[src/rtl/cache_pkg.sv]
// Shared types and constants for the cache valid/dirty state array.
// Build option: CACHE_DIRTY_EN adds the per-way dirty array.
package cache_pkg;

   typedef enum logic {SWEEP = 1'b0, IDLE = 1'b1} sweep_state_e;

   localparam logic PRESENT = 1'b1;
   localparam logic ABSENT  = 1'b0;

   localparam int DEF_NUM_SETS = 64;
   localparam int DEF_NUM_WAYS = 2;

endpackage

[src/rtl/cache_sweep_ctrl.sv]
// Clear sequencer: walks every set once after reset or a flush request,
// reporting busy and a single-cycle done pulse on the last set.
module cache_sweep_ctrl
   import cache_pkg::*;
#(
   parameter int NUM_SETS = DEF_NUM_SETS,
   parameter int IDX_W    = $clog2(NUM_SETS)
) (
   input  logic             clk,
   input  logic             rst,
   input  logic             flush_req,
   output logic             busy,
   output logic             flush_done,
   output logic             clr_en,
   output logic [IDX_W-1:0] clr_index
);

   sweep_state_e     state, state_nxt;
   logic [IDX_W-1:0] cnt, cnt_nxt;
   logic             last_set;

   assign last_set = (cnt == IDX_W'(NUM_SETS - 1));

   always_ff @(posedge clk) begin
      if (rst) begin
         state <= SWEEP;
         cnt   <= '0;
      end else begin
         state <= state_nxt;
         cnt   <= cnt_nxt;
      end
   end

   // Counter parks on the last set while idle; a flush re-arms it at zero.
   always_comb begin
      state_nxt = state;
      cnt_nxt   = cnt;
      case (state)
         SWEEP: begin
            if (last_set) state_nxt = IDLE;
            else          cnt_nxt   = cnt + 1'b1;
         end
         IDLE: begin
            if (flush_req) begin
               state_nxt = SWEEP;
               cnt_nxt   = '0;
            end
         end
         default: state_nxt = SWEEP;
      endcase
   end

   always_comb begin
      busy       = (state == SWEEP);
      flush_done = (state == SWEEP) && last_set;
      clr_en     = (state == SWEEP);
      clr_index  = cnt;
   end

endmodule

[src/rtl/cache_valid_array.sv]
// Per-way valid (and optional dirty) state array with write-first read bypass.
// Build option: CACHE_DIRTY_EN enables dirty storage; otherwise rd_dirty is 0.
module cache_valid_array
   import cache_pkg::*;
#(
   parameter  int NUM_SETS = DEF_NUM_SETS,
   parameter  int NUM_WAYS = DEF_NUM_WAYS,
   localparam int IDX_W    = $clog2(NUM_SETS)
) (
   input  logic                clk,
   input  logic                rst,
   input  logic                flush_req,
   output logic                busy,
   output logic                flush_done,
   input  logic                rd_en,
   input  logic [IDX_W-1:0]    rd_index,
   output logic [NUM_WAYS-1:0] rd_valid,
   output logic [NUM_WAYS-1:0] rd_dirty,
   input  logic                wr_en,
   input  logic [IDX_W-1:0]    wr_index,
   input  logic [NUM_WAYS-1:0] wr_way,
   input  logic                wr_valid,
   input  logic                wr_dirty
);

   logic             clr_en;
   logic [IDX_W-1:0] clr_index;
   logic             rd_hit;

   function automatic logic [NUM_WAYS-1:0] merge_ways(input logic [NUM_WAYS-1:0] cur,
                                                      input logic [NUM_WAYS-1:0] sel,
                                                      input logic              bit_val);
      return (cur & ~sel) | (sel & {NUM_WAYS{bit_val}});
   endfunction

   cache_sweep_ctrl #(.NUM_SETS(NUM_SETS), .IDX_W(IDX_W)) u_sweep (
      .clk        (clk),
      .rst        (rst),
      .flush_req  (flush_req),
      .busy       (busy),
      .flush_done (flush_done),
      .clr_en     (clr_en),
      .clr_index  (clr_index)
   );

   assign rd_hit = wr_en && (wr_index == rd_index);

   logic [NUM_WAYS-1:0] valid_mem [NUM_SETS];
   logic [NUM_WAYS-1:0] rd_valid_p0, rd_valid_p1;

   // Sweep owns the array while busy; host writes are dropped.
   always_ff @(posedge clk) begin
      if (clr_en)     valid_mem[clr_index] <= {NUM_WAYS{ABSENT}};
      else if (wr_en) valid_mem[wr_index]  <= merge_ways(valid_mem[wr_index], wr_way, wr_valid);
   end

   assign rd_valid_p0 = rd_hit ? merge_ways(valid_mem[rd_index], wr_way, wr_valid)
                               : valid_mem[rd_index];

   // ---- stage p0 -> p1: registered lookup result ----
   always_ff @(posedge clk) begin
      if (rst || busy) rd_valid_p1 <= {NUM_WAYS{ABSENT}};
      else if (rd_en)  rd_valid_p1 <= rd_valid_p0;
   end

   assign rd_valid = rd_valid_p1;

`ifdef CACHE_DIRTY_EN
   logic [NUM_WAYS-1:0] dirty_mem [NUM_SETS];
   logic [NUM_WAYS-1:0] rd_dirty_p0, rd_dirty_p1;

   always_ff @(posedge clk) begin
      if (clr_en)     dirty_mem[clr_index] <= '0;
      else if (wr_en) dirty_mem[wr_index]  <= merge_ways(dirty_mem[wr_index], wr_way, wr_dirty);
   end

   assign rd_dirty_p0 = rd_hit ? merge_ways(dirty_mem[rd_index], wr_way, wr_dirty)
                               : dirty_mem[rd_index];

   always_ff @(posedge clk) begin
      if (rst || busy) rd_dirty_p1 <= '0;
      else if (rd_en)  rd_dirty_p1 <= rd_dirty_p0;
   end

   assign rd_dirty = rd_dirty_p1;
`else
   logic unused_wr_dirty;
   assign unused_wr_dirty = wr_dirty;
   assign rd_dirty        = '0;
`endif

endmodule

[config.mk]
export PLATFORM = sky130hd
export DESIGN_NAME = cache_valid_array
export DESIGN_NICKNAME = d
export VERILOG_FILES = /design/src/rtl/cache_pkg.sv /design/src/rtl/cache_sweep_ctrl.sv /design/src/rtl/cache_valid_array.sv
export SDC_FILE = /design/constraint.sdc
export NUM_CORES = 1
export LEC_CHECK = 0
export BUFFER_PORTS_ARGS = -buffer_cell sky130_fd_sc_hd__buf_2
export CAP_MARGIN = 20
export CORE_MARGIN = 2
export CORE_UTILIZATION = 65
export CTS_BUF_LIST = sky130_fd_sc_hd__clkbuf_8
export CTS_CLUSTER_DIAMETER = 150
export CTS_CLUSTER_SIZE = 28
export DETAILED_ROUTE_END_ITERATION = 8
export PLACE_DENSITY_LB_ADDON = 0.05
export SLEW_MARGIN = 20
export SYNTH_ARGS = -nofsm -noshare
export SYNTH_HDL_FRONTEND = slang
export SYNTH_SLANG_ARGS = --single-unit
[constraint.sdc]
create_clock -name clk -period 5.3 [get_ports clk]
set_input_delay 0.265 -clock clk [delete_from_list [all_inputs] [get_ports clk]]
set_output_delay 0.265 -clock clk [all_outputs]
set_load 0.01 [all_outputs]
# ---- Word-level counts from Yosys, hierarchy flattened
# Memory sizes are Yosys's and may differ from the RTL's.
# Index checks and enable logic that the tools add are counted.
dict set report op_classes {
  muxes 14
  eq_ne 4
  reduce_logical 5
  n_addsub 1
  n_bitwise 7
}
# operator count
set ops {}
lappend ops {{$mux W6} 3}
lappend ops {{$pmux W6 S2} 1}
lappend ops {{$mux W1} 7}
lappend ops {{$add A6 B1 Y6 const B} 1}
lappend ops {{$and A2 B2 Y2} 3}
lappend ops {{$eq A6 B6 Y1} 1}
lappend ops {{$eq A6 B6 Y1 const B} 1}
lappend ops {{$mux W2} 2}
lappend ops {{$ne A2 B2 Y1 const B} 2}
lappend ops {{$or A2 B2 Y2} 2}
lappend ops {{$logic_and A1 B1 Y1} 2}
lappend ops {{$not A2 Y2} 1}
lappend ops {{$pmux W1 S2} 1}
lappend ops {{$reduce_and A2 Y1} 1}
lappend ops {{$reduce_or A2 Y1} 1}
lappend ops {{$logic_or A1 B1 Y1} 1}
lappend ops {{$not A1 Y1} 1}
dict set report totals {
  n_memories 1
  reg_bits 9
  in_bits 21
  elab_cells 35
  ram_bits 128
}
# name words word_bits read_ports rd_clocked_by_memory_dff wr line
set mem_list {}
lappend mem_list {valid_mem 64 2 2 0 1 cache_valid_array.sv:48} ;# logic [NUM_WAYS-1:0] valid_mem [NUM_SETS];

# ---- Longest topological paths before layout
# Gate-level depths: netlist of the first run.
dict set report depth {
  word_depth 5
  ltp_mapped 8
  depth_no_buf 6
}

# ---- Hierarchy
# From an unflattened synthesis of the first run, not the netlist that was laid out.
dict set report unflattened {
  hier_cells 497
  hier_area_um2 7211.9
}
# module area_per_inst_um2 seq_area_each_um2 n_inst cells_per_inst
set by_module_without_submodules {}
lappend by_module_without_submodules {cache_valid_array 6877.8 3883.7 1 460}
lappend by_module_without_submodules {cache_sweep_ctrl 334.1 140.1 1 37}

# ---- Worst setup path after synthesis of the first run
# OpenSTA, ideal clock, no wires.
dict set report synth_path {
  kind {input to register}
  from {in wr_index[0]}
  to {mem valid_mem[0][0] in the netlist's numbering (data pin)}
  path_buffers 2
  slack_ns 1.956
  required_time_ns 4.628
  cell_stages 6
  arrival_ns 2.671
  path_cell_list {buf_6 -> buf_12 -> mux4_1 -> mux4_2 -> a2bb2oi_2 -> nand4_1}
}
dict set report synth_between {
  elab_chain_cells 4
}
# item line
set synth_lines {}
lappend synth_lines {{start: declaration} cache_valid_array.sv:20} ;# input logic [IDX_W-1:0] wr_index,
lappend synth_lines {{$mem_v2 Z64 W2} -}
lappend synth_lines {{$and A2 B2 Y2} cache_valid_array.sv:33} ;# return (cur & ~sel) | (sel & {NUM_WAYS{bit_val}});
lappend synth_lines {{$or A2 B2 Y2} cache_valid_array.sv:33}
lappend synth_lines {{$mux W2 (no line)} -}
lappend synth_lines {{end: declaration} cache_valid_array.sv:48}
# No other way between the ends.

# ---- Worst setup path in the final report of the first run
dict set report layout_path {
  from {in wr_index[0]}
  to {mem valid_mem[37][1] in the netlist's numbering (data pin)}
}
# Same word-level chain as after synthesis.

==> impl_metrics.csv, run 1 <==
group,metric,value,unit
worst_setup_path,crit_path_end_kind,"flip-flop",
routing,drtAntennaViolNets,0,
worst_setup_path,cp_common_cell,"buf_4",
worst_hold_path,min_path_type,"in -> reg",
yosys,synthTopCellsByCount,"edfxtp_1, nor2_1, mux4_2",
floorplan,die_h,109,µm
worst_setup_path,startpoint_type,"primary input",
floorplan,die_w,109,µm
layout,multi_input_area,0.00290,mm²
worst_setup_path,arrival,3.42,ns
routing,drt-initial-drc-count,530,
yosys,synth_most_common_cell,"edfxtp_1",
yosys,synth-edff-count,128,
floorplan,initial_core_util,0.662,
global_routing,gr-total-overflow,0,
yosys,synthTopCellsByArea,"edfxtp_1, mux4_2, nor2_1",
routing,wl_per_cell,26.2,µm
worst_setup_path,worstPathCellList,"buf_2 > buf_4 > mux4_1 > mux4_2 > nand4_1 > nand3_2 > buf_4",
sta,worstMarginPinSlew,1.02,ns
floorplan,io-pin-count,27,
sta,fin_crit,3.24,ns
routing,via_count,4543,
worst_setup_path,critPathMaxStageDelay,0.66,ns
cts,cts_sinks,137,
yosys,ys_seq_area_frac,0.566,
power,peakVddDrop,0.243,mV
layout,ff_latch_area,0.00402,mm²
yosys,synth_cell_type_count,45,
yosys,ys.flop_type,"edfxtp_1",
sta,rsz0062_at_grt,"no",
sta,slew_headroom,0.317,
yosys,synth_area,0.00711,mm²
placed_design,dpl.cell_count,617,
global_routing,grt.total_usage,0.320,
global_routing,grt_pass1_vias,4417,
floorplan,core.rowCount,38,
worst_setup_path,critPathRequiredTime,5.48,ns
sta,fin_setup_tns,0,ns
global_routing,grt_max_degree,39,
yosys,synth_top_area_share,0.541,
sta,finalMaxSlewViolations,0,
sta,holdWs,0.167,ns
layout,drive_gt1_frac,0.225,
worst_setup_path,crit_path_top_delay_cell,"buf_2",
global_routing,antenna_found_initial,0,
sta,fin_ws,2.06,ns
power,leakagePower,2.69,nW
worst_setup_path,critical_path_class,"in -> reg",
job,maxCapViolations,0,
routing,via_per_inst,6.99,
worst_setup_path,path_max_fanout,33,
layout,antenna_cells,0,
sta,fmax,0.309,GHz
cts,cts_buffers,17,
yosys,netlist_instances,479,
power,cellPowerDensity,300,mW/mm²
cts,cts_tree,"yes",
cts,post_cts_resized,0,
routing,first_pass_iters,5,
cts,cts_root_buf,"clkbuf_8",
placed_design,place_ws,1.51,ns
routing,wl,17000,µm
placed_design,place_hpwl,11100,µm
layout,final.fill_count,707,
placed_design,port-buffer-count,23,
layout,final_nets,519,
sta,finalSetupViolCount,0,
placed_design,gp_congestion,0.950,
yosys,async_flop_share,0,
yosys,syn_avg_cell_area,14.8,µm²
yosys,ys_seq_elements,137,
sta,hold_violations,0,
cts,cts_max_level,4,
sta,finalClockSkew,0.0121,ns
yosys,synth.largest_area_cell,"edfxtp_1",
cts,cts_buffer_depth,2,
yosys,yosys_warnings,0,
routing,drc,0,
sta,finalCritPeriodShare,0.611,
cts,clkTransAtPathRegs,0.07,ns
global_routing,grt_pass1_wl,25900,µm
layout,synthToLayoutAreaGrowth,8.53,%
floorplan,die_area,0.0118,mm²
run_status,status,"finished, final reports clean",
cts,clk_latency,0.46,ns
floorplan,core,0.0107,mm²
layout,fin_cells,650,
==> stage by stage <==
step           instance area, µm²  utilization  total power, mW
2_1_floorplan                7110            -             1.33
4_1_cts                      7720        0.718             2.32
5_1_grt                      7720        0.718             2.37
3_5_place_dp                 7270        0.676             1.37
3_3_place_gp                 7270        0.676             1.37
6_report                     7720        0.718             2.31
==> cell families after synthesis <==
logic type,after synthesis,synth area share
flip-flops,137,0.566
adder cells (fa/ha/maj),1,0.00176
other,1,0.000527
XOR/XNOR,9,0.0111
AO/OA/AOI/OAI,40,0.0387
buffers and inverters,36,0.0276
multiplexers,87,0.252
AND/OR/NAND/NOR,168,0.102
==> timing repair <==
| item | 4_1_cts | 5_1_grt |
|---|---|---|
| hold buffers | 1 | 0 |
| setup buffers | 0 | 0 |
| endpoints found under the hold margin | 2 | 0 |
==> routing by layer <==
layer,vias to the layer above,track usage,share of wire,routed length (µm)
li1,1940,-,-,-
met2,320,0.471,0.46,7840
met5,-,0,0,0
met4,0,0.161,0.037,622
met3,42,0.0940,0.11,1930
met1,2241,0.439,0.39,6630
==> layout by cell type (no fill, tap or decap), types with 4 or more instances in the layout <==
master      synthesis  layout
edfxtp_1          128     128
nor2_1             88      88
mux4_2             58      58
nand2_1            39      39
buf_2               9      23
clkbuf_8            0      17
mux2i_1            16      16
mux4_1             12      12
o21ai_0            11      11
dfxtp_1             9       9
nand3_1             9       8
nand4_1             7       7
inv_1               5       6
a31oi_1             6       6
xor2_1              6       6
clkinv_1            1       5
or3_1               5       5
nand2b_1            5       5
o21a_1              5       5
bufinv_16           0       5
nand3b_1            4       4
clkinvlp_4          0       4
buf_4               7       4
==> cell type report <==
type / instances / area share
Inverter: 6 / 0.00292
Tap cell: 140 / 0.0227
Multi-Input combinational cell: 307 / 0.376
Timing Repair Buffer: 28 / 0.0201
Clock inverter: 15 / 0.0269
Sequential cell: 137 / 0.521
Clock buffer: 17 / 0.0303
==> state kept, by name, summed over array words and instances, names as in the netlist <==
| register | flops |
|---|---|
| valid_mem | 128 |
| u_sweep.clr_index | 6 |
| u_sweep.state | 1 |
| rd_valid | 2 |
==> path summary, 6_finish.rpt <==
path | from | to | slack [ns] | cells after the start
worst max register to register | valid_mem[48][1] | valid_mem[37][1] | 2.26 | 6
worst min-delay path | rd_index[4] | rd_valid[0] | 0.17 | 3
worst min register to register | u_sweep.clr_index[5] | u_sweep.clr_index[5] | 0.60 | 2
worst max-delay path | wr_index[0] | valid_mem[37][1] | 2.06 | 7
==> power by group <==
part / internal [mW] / switching, mW / total [mW] / leakage (nW)
sequential: 1.17 / 0.00532 / 1.18 / 1.38
combinational: 0.0731 / 0.104 / 0.177 / 1.10
clock: 0.551 / 0.409 / 0.960 / 0.209
==> worst max-delay path: cells and delay by family <==
family | cells | cell delay (ns)
muxes | 2 | 1.06
buffers and inverters | 3 | 1.48
and+or+nand+nor | 2 | 0.58
Power figures use the tool's default switching activity.
==> inputs of run 2 (changes only) <==
CORE_UTILIZATION = 64   (was 65)
clock period = 3.3 ns   (was 5.3 ns; I/O delays follow)
==> run 2 against run 1 <==
  * Sequential cell count unchanged
  * Hold slack worse by 0.096 ns
  * Wire length down 0.29%
  * Design area down 0.24%
  * Largest cell class unchanged
  * Global-route usage down 0.84 points
  * Clock skew about the same
  * Critical path type is now reg -> reg
  * Critical path depth down 1
  * Register-to-register slack worse by 1.6 ns
  * Sequential share of layout area up 0.13 points
==> impl_metrics.csv, run 2 (same netlist as run 1, synthesis figures left out) <==
group,metric,value,unit
power,p_total,3.52,mW
worst_setup_path,crit_path_end_kind,"flip-flop",
global_routing,gr-total-overflow,0,
routing,via_per_inst,6.89,
layout,final.fill_count,722,
cts,cts_buffers,17,
placed_design,gp_congestion,0.897,
floorplan,die_h,109,µm
global_routing,grt_pass1_wl,25700,µm
sta,fmax,0.375,GHz
layout,fin_area,0.00770,mm²
worst_setup_path,critPathMaxStageDelay,0.58,ns
placed_design,dpl.cell_count,622,
worst_setup_path,r2r_setup_slack,0.63,ns
routing,wl_met1,6620,µm
cts,post_cts_resized,0,
sta,fin_crit,2.67,ns
routing,wl,17000,µm
floorplan,core.rowCount,38,
cts,cts_root_buf,"clkbuf_8",
layout,largest_register_ff_count,128,
placed_design,place_hpwl,11400,µm
routing,wl_per_cell,25.9,µm
floorplan,core,0.0108,mm²
global_routing,grt_pass1_vias,4493,
layout,drive_gt1_frac,0.239,
global_routing,grt.total_usage,0.311,
placed_design,port-buffer-count,23,
layout,regMostFlops,"valid_mem",
cts,cts_max_level,4,
placed_design,place_ws,0.314,ns
layout,antenna_cells,0,
worst_setup_path,arrival,2.89,ns
worst_setup_path,path_max_fanout,40,
routing,first_pass_iters,5,
power,peakVddDrop,0.374,mV
sta,worstMarginPinSlew,0.810,ns
sta,finalSetupViolCount,0,
worst_setup_path,critPathRequiredTime,3.53,ns
worst_setup_path,worstPathCellList,"nand2_1 > or4_1 > a31oi_1 > o21ai_0 > nand4_1 > buf_4",
routing,wl_met2,7750,µm
worst_setup_path,critical_path_class,"reg -> reg",
power,leakagePower,2.70,nW
routing,drc,0,
sta,finalMaxSlewViolations,0,
job,maxCapViolations,0,
sta,holdWs,0.0711,ns
worst_setup_path,startpoint_type,"flip-flop",
layout,final_cell_mix,"edfxtp_1, nor2_1, mux4_2",
sta,fin_ws,0.632,ns
cts,cts_buffer_depth,2,
cts,clk_latency,0.47,ns
layout,utilization,0.710,
global_routing,grt_max_degree,41,
placed_design,placed_area,0.00730,mm²
cts,cts_tree,"yes",
floorplan,die_area,0.0120,mm²
routing,drtAntennaViolNets,0,
run_status,status,"finished, final reports clean",
sta,finalClockSkew,0.0120,ns
worst_hold_path,min_path_type,"in -> reg",
layout,layout_commonest_cell,"edfxtp_1",
routing,drt-initial-drc-count,613,
cts,post-cts-setup-buffers,0,
sta,hold_violations,0,
worst_setup_path,crit_path_top_delay_cell,"dfxtp_1",
power,cellPowerDensity,457,mW/mm²
floorplan,io-pin-count,27,
layout,synthToLayoutAreaGrowth,8.27,%
floorplan,initial_core_util,0.656,
cts,cts_sinks,137,
floorplan,die_w,109,µm
cts,clkTransAtPathRegs,0.07,ns
sta,slew_headroom,0.460,
layout,fin_cells,655,
routing,top_layer,"met4",
global_routing,antenna_found_initial,0,
routing,wl_met3,1990,µm
routing,via_count,4511,
sta,fin_setup_tns,0,ns
sta,finalCritPeriodShare,0.808,
layout,final_nets,524,
sta,rsz0062_at_grt,"no",
-- run 2: path summary, 6_finish.rpt --
path / startpoint / to / cells past startpoint
worst max-delay path: u_sweep.state / valid_mem[18][0] / 6
worst min-delay path: rd_en / rd_valid[0] / 3
worst max register to register: u_sweep.state / valid_mem[18][0] / 6
worst min register to register: u_sweep.clr_index[5] / u_sweep.clr_index[5] / 2
-- run 2: final cells by class --
type,instances,area (µm²),area share
clock buffers,17,234,0.0304
clock inverters,15,151,0.0197
inverters,6,22.5,0.00293
multi-input cells,307,2900,0.377
flip-flops and latches,137,4020,0.523
well taps,140,175,0.0228
repair buffers,33,193,0.0250
-- run 2: layer usage --
| metal | vias up | GRT usage |
|---|---|---|
| met1 | 2242 | 0.434 |
| met5 | - | 0 |
| met2 | 290 | 0.449 |
| met3 | 39 | 0.0919 |
| met4 | 0 | 0.163 |
| li1 | 1940 | - |
-- run 2: worst max-delay path: cells and delay by family (launching register included) --
family / cells / cell delay [ns]
AND/OR/NAND/NOR: 3 / 1.19
buffers and inverters: 1 / 0.38
AO/OA/AOI/OAI: 2 / 0.27
flip-flops: 1 / 0.58
-- run 2: what timing repair did --
action | in CTS | in global routing
hold endpoints to repair | 2 | 0
hold buffers | 1 | 0
setup endpoints to repair | 0 | 0
-- run 2: power by group --
part           total, mW  switching, mW  internal [mW]  leakage [nW]
clock network       1.34          0.672          0.671         0.199
registers           1.89        0.00863           1.88          1.38
logic              0.283          0.164          0.119          1.12
total               3.52          0.845           2.67          2.70
